==> src/rtl/jag_pkg.sv <==
// Shared constants and helpers for the TOM/JERRY latch and event-flag blocks.
package jag_pkg;

  // Upper bound on the number of channels one latch bank may carry.
  localparam int CPL_MAX_CHANNELS = 32;

  // Ceiling log2, never below 1, so a single-channel bank still gets a 1-bit vector.
  function automatic int clog2_min1(input int n);
    int w;
    w = 0;
    while ((1 << w) < n) begin
      w++;
    end
    return (w < 1) ? 1 : w;
  endfunction

endpackage : jag_pkg

==> src/rtl/cp_latch_cell.sv <==
// One pending-latch channel: edge/level capture, set/clear priority, sticky overflow.
module cp_latch_cell #(
  parameter bit SET_WINS = 1'b0
) (
  input  logic sys_clk,
  input  logic reset_n,
  input  logic set,
  input  logic clear,
  input  logic edge_mode,
  input  logic ack_clr,
  output logic q,
  output logic ovf
);

  logic r_set_d;
  logic r_q;
  logic r_ovf;
  logic w_set_eff;
  logic w_clr_eff;
  logic w_q_next;

  // Set event: rising edge of set in edge mode, raw level otherwise; set_d is shared by both modes.
  assign w_set_eff = edge_mode ? (set & ~r_set_d) : set;
  assign w_clr_eff = clear | ack_clr;
  assign w_q_next  = SET_WINS ? ((r_q & ~w_clr_eff) | w_set_eff)
                              : ((r_q | w_set_eff) & ~w_clr_eff);

  // Channel state: set history, pending flag and sticky overflow, all cleared asynchronously.
  always_ff @(posedge sys_clk or negedge reset_n) begin
    if (!reset_n) begin
      r_set_d <= 1'b0;
      r_q     <= 1'b0;
      r_ovf   <= 1'b0;
    end else begin
      // NOTE: non-blocking assignments so every flop samples pre-edge values; blocking here would let r_q see its own update.
      r_set_d <= set;
      r_q     <= w_q_next;
      // Overflow records a set event landing on an already-pending flag; only the bus clear drops it.
      r_ovf   <= clear ? 1'b0 : (r_ovf | (w_set_eff & r_q));
    end
  end

  assign q   = r_q;
  assign ovf = r_ovf;

endmodule : cp_latch_cell

==> src/rtl/cp_latch_bank.sv <==
// Bank of CHANNELS pending latches with masked IRQ, lowest-index-first vector and ack handshake.
module cp_latch_bank
  import jag_pkg::*;
#(
  parameter int CHANNELS = 5,
  parameter bit SET_WINS = 1'b0
) (
  input  logic                                  sys_clk,
  input  logic                                  reset_n,
  input  logic [CHANNELS-1:0]                   set,
  input  logic [CHANNELS-1:0]                   clear,
  input  logic [CHANNELS-1:0]                   edge_mode,
  input  logic [CHANNELS-1:0]                   mask,
  input  logic                                  ack,
  output logic [CHANNELS-1:0]                   q,
  output logic [CHANNELS-1:0]                   ovf,
  output logic                                  irq,
  output logic [jag_pkg::clog2_min1(CHANNELS)-1:0] vec,
  output logic                                  vec_valid
);

  localparam int VW = clog2_min1(CHANNELS);

  logic [CHANNELS-1:0] w_pend;
  logic [CHANNELS-1:0] w_ack_clr;
  logic [VW-1:0]       w_vec;

  // One latch cell per channel; all channels update in parallel.
  for (genvar g = 0; g < CHANNELS; g++) begin : g_cell
    cp_latch_cell #(
      .SET_WINS (SET_WINS)
    ) u_cell (
      .sys_clk   (sys_clk),
      .reset_n   (reset_n),
      .set       (set[g]),
      .clear     (clear[g]),
      .edge_mode (edge_mode[g]),
      .ack_clr   (w_ack_clr[g]),
      .q         (q[g]),
      .ovf       (ovf[g])
    );
  end

  assign w_pend = q & mask;

  // Lowest pending unmasked index wins: scan downward so the last hit is the smallest index.
  always_comb begin
    // NOTE: default before the loop so every path assigns w_vec and no latch is inferred.
    w_vec = '0;
    for (int i = CHANNELS - 1; i >= 0; i--) begin
      if (w_pend[i]) begin
        w_vec = VW'(i);
      end
    end
  end

  // Ack clears only the channel the vector currently points at; ignored when nothing is pending.
  assign w_ack_clr = (ack && (|w_pend)) ? (CHANNELS'(1) << w_vec) : '0;

  assign irq       = |w_pend;
  assign vec_valid = |w_pend;
  assign vec       = w_vec;

endmodule : cp_latch_bank

==> config.mk <==
export PLATFORM = sky130hd
export DESIGN_NAME = cp_latch_bank
export DESIGN_NICKNAME = d
export VERILOG_FILES = /design/src/rtl/jag_pkg.sv /design/src/rtl/cp_latch_cell.sv /design/src/rtl/cp_latch_bank.sv
export SDC_FILE = /design/constraint.sdc
export NUM_CORES = 1
export LEC_CHECK = 0
export CAP_MARGIN = 15
export CORE_ASPECT_RATIO = 1.2
export CORE_MARGIN = 2
export CORE_UTILIZATION = 33
export CTS_CLUSTER_DIAMETER = 100
export DETAILED_ROUTE_END_ITERATION = 7
export PLACE_DENSITY = 0.78
export SYNTH_ARGS = -nofsm -noshare
export SYNTH_HDL_FRONTEND = slang
export SYNTH_SLANG_ARGS = --single-unit
export TNS_END_PERCENT = 5
==> constraint.sdc <==
create_clock -name sys_clk -period 1.2 [get_ports sys_clk]
set_input_delay 0.3 -clock sys_clk [delete_from_list [all_inputs] [get_ports sys_clk]]
set_output_delay 0.3 -clock sys_clk [all_outputs]
set_load 0.03 [all_outputs]
==> results.toml <==
[cells_and_area]
fin_area_mm2 = 0.001169
final.fill_count = 178
multi_input_area_um2 = 270.3
insertedDiodeCount = 0
layout.nets = 132
synthToLayoutAreaGrowth_pct = 67.99
seq_area_um2 = 375.4
drive_above_1_share_pct = 37.96

[place]
dpl_cell_area_mm2 = 0.001076
place_congestion = 0.6793
hpwl_um = 1286
port_buffers = 37

[clock_network]
htreeDepth = 1
clk_pin_slew_worst_paths_ns = 0.09
clkLatencyLatePin_ns = 0.28
cts_sinks = 15
cts_made_buffers = 3
cts_tree = "built"
ctsHoldBuffers = 0
clk_path_buf_depth = 2
cts_root_buf = "clkbuf_4"

[sta]
rsz0062_at_grt = "true"
clock_skew_ns = 0.004619
worstMarginPinSlew_ns = 0.2402
max_freq_mhz = 603.4
slew_viol_final = 0
finalCritPeriodShare_pct = 138.1
fin_crit_ns = 1.657
max_slew_margin_pct = 83.84
hold_viol = 0
setup_ws_ns = -0.4574
setup_viol = 10

[setup_path]
cp.required_ns = 0.90
worstPathArrival_ns = 1.36
crit_path_end_kind = "output pin"
cp-start-kind = "flop"
crit_type = "flop to output pin"
worstPathMaxFanout = 2
rr_worst_depth = 4

[global_route]
antenna_found_initial = 0
grt.total_usage_pct = 14.57
grt_max_degree = 16
grt_pass1_vias = 619
gr-total-overflow = 0
grt_pass1_wl_um = 2518

[drt]
detail_route.wl_per_cell_um = 13.15
drc = 0
vias = 630
vias_per_cell = 4.922
final_antenna_net_count = 0
drtIter0Drc = 5
routed_wl_um = 1683
dr.pass1.iters = 4

[logic_synthesis]
synth_area_um2 = 695.7
avgSynthCellArea_um2 = 10.70
synth_warnings = 0
yosys_register_bits = 15
yosys.area.top_type_share_pct = 53.96
ys_seq_area_share_pct = 53.96
synth_largest_area_cell = "dfrtp_1"
netlist-cell-type-count = 17
syn_nets = 88
syn_inst = 65
synth_area_leaders = "dfrtp_1, buf_4, a21boi_0, nor2_1, a21oi_1"

[outcome]
status = "finished, violations left"
failed_checks = "setup timing"

[die]
rows = 18
start_util_pct = 34.32
dieArea_mm2 = 0.002493
pin_count = 38
core_mm2 = 0.002027
die_h_um = 54.30
die-width_um = 45.92

[pwr]
vdd_ir_drop_max_v = 0.0005334
p_leak_nw = 0.5392
power.density_mw_per_mm2 = 1072
power_mw = 1.253

[flow_run]
cap_violations = 0

[min_path]
hold_class = "primary input to asynchronous set/reset pin"
[cell families (layout without fill, tap and decap cells)]
| kind of cell | count (synthesis) | after routing | share of synthesized area [%] |
|---|---|---|---|
| AOI/OAI and AO/OA | 19 | 19 | 20.14 |
| buffers and inverters | 11 | 54 | 11.87 |
| DFF | 15 | 15 | 53.96 |
| and+or+nand+nor | 20 | 20 | 14.03 |
[registers in the layout, summed over array words and instances (netlist names)]
signal / count
g_cell.u_cell.ovf: 5
g_cell.u_cell.q: 5
g_cell.u_cell.r_set_d: 5
[synthesized netlist by cell type]
| library cell | number |
|---|---|
| and3_4 | 1 |
| dfrtp_1 | 15 |
| nor2_1 | 10 |
| nand2_2 | 2 |
| a21oi_1 | 6 |
| a21boi_0 | 6 |
| o21bai_1 | 1 |
| nor3b_1 | 1 |
| and2_1 | 1 |
| buf_4 | 11 |
| a311oi_1 | 3 |
| nand4_1 | 1 |
| a41oi_1 | 1 |
| a22oi_1 | 1 |
| nand2_1 | 3 |
| nand3_1 | 1 |
| a311oi_2 | 1 |
[placed cells by master, fill, tap and decap left out]
cell,instances
dlygate4sd2_1,4
a22oi_2,1
clkdlybuf4s15_2,2
nor2_1,10
a311oi_1,1
and2_1,1
nand2_1,3
clkinv_2,1
a21boi_0,1
clkbuf_4,3
clkdlybuf4s50_1,18
a21oi_1,6
a41oi_1,1
nand3_1,1
dfrtp_1,15
and3_4,1
o21bai_1,1
buf_6,10
nor3b_4,1
buf_4,16
nand4_1,1
a311oi_2,3
a21boi_1,4
nand2_2,2
a21boi_2,1
[critical path: stages, from the launching register on]
cell and delay, ns:
dfrtp_1 0.40, a22oi_2 0.20, buf_4 0.15, nor3b_4 0.18
buf_6 0.15
[area by class of cell]
cell class                      instances  area share [%]
Clock buffer                            3           1.927
Clock inverter                          1          0.4283
Tap cell                               20           2.141
Multi-Input combinational cell         39           23.13
Sequential cell                        15           32.12
Timing Repair Buffer                   50           40.26
[timing repair]
item	CTS	global route
endpoints found under the setup margin	13	14
setup buffers	1	0
resized for setup	20	8
pin swaps	2	1
[worst paths after layout]
check	from	end	slack, ns
setup / recovery	g_cell[2].u_cell.q$_DFF_PN0_	vec[2]	-0.46
hold / removal	reset_n	g_cell[1].u_cell.ovf$_DFF_PN0_	0.32
setup reg to reg	g_cell[1].u_cell.q$_DFF_PN0_	g_cell[2].u_cell.q$_DFF_PN0_	0.09
hold reg to reg	g_cell[4].u_cell.ovf$_DFF_PN0_	g_cell[4].u_cell.ovf$_DFF_PN0_	0.51
max in group asynchronous	reset_n	g_cell[0].u_cell.ovf$_DFF_PN0_	0.71
min in group sys_clk	mask[0]	g_cell[0].u_cell.q$_DFF_PN0_	0.37
[routing by layer]
| layer | global-route usage, % | share of wire (%) | up-vias |
|---|---|---|---|
| met4 | 7.143 | 1.1 | 0 |
| met2 | 24.07 | 55 | 19 |
| li1 | - | - | 310 |
| met5 | 0 | 0 | - |
| met3 | 3.960 | 5.8 | 2 |
| met1 | 17.19 | 38 | 299 |
[per-stage QoR]
stage	worst slack, ns	util (%)	cells	hold slack [ns]	TNS [ns]
2_1_floorplan	-0.3824	-	65	0.004409	-0.9513
3_3_place_gp	-0.8271	53.09	123	0.4749	-4.849
3_5_place_dp	-0.8419	53.09	123	0.4931	-5.274
4_1_cts	-0.4995	56.67	128	0.3267	-2.683
5_1_grt	-0.5727	57.65	128	0.3342	-3.141
6_report	-0.4574	57.65	128	0.3187	-2.439
[power breakdown]
group / total [mW] / internal [mW] / switching [mW]
sequential: 0.555 / 0.536 / 0.0186
combinational: 0.409 / 0.208 / 0.201
clock: 0.289 / 0.124 / 0.165
Power figures use the tool's default switching activity.
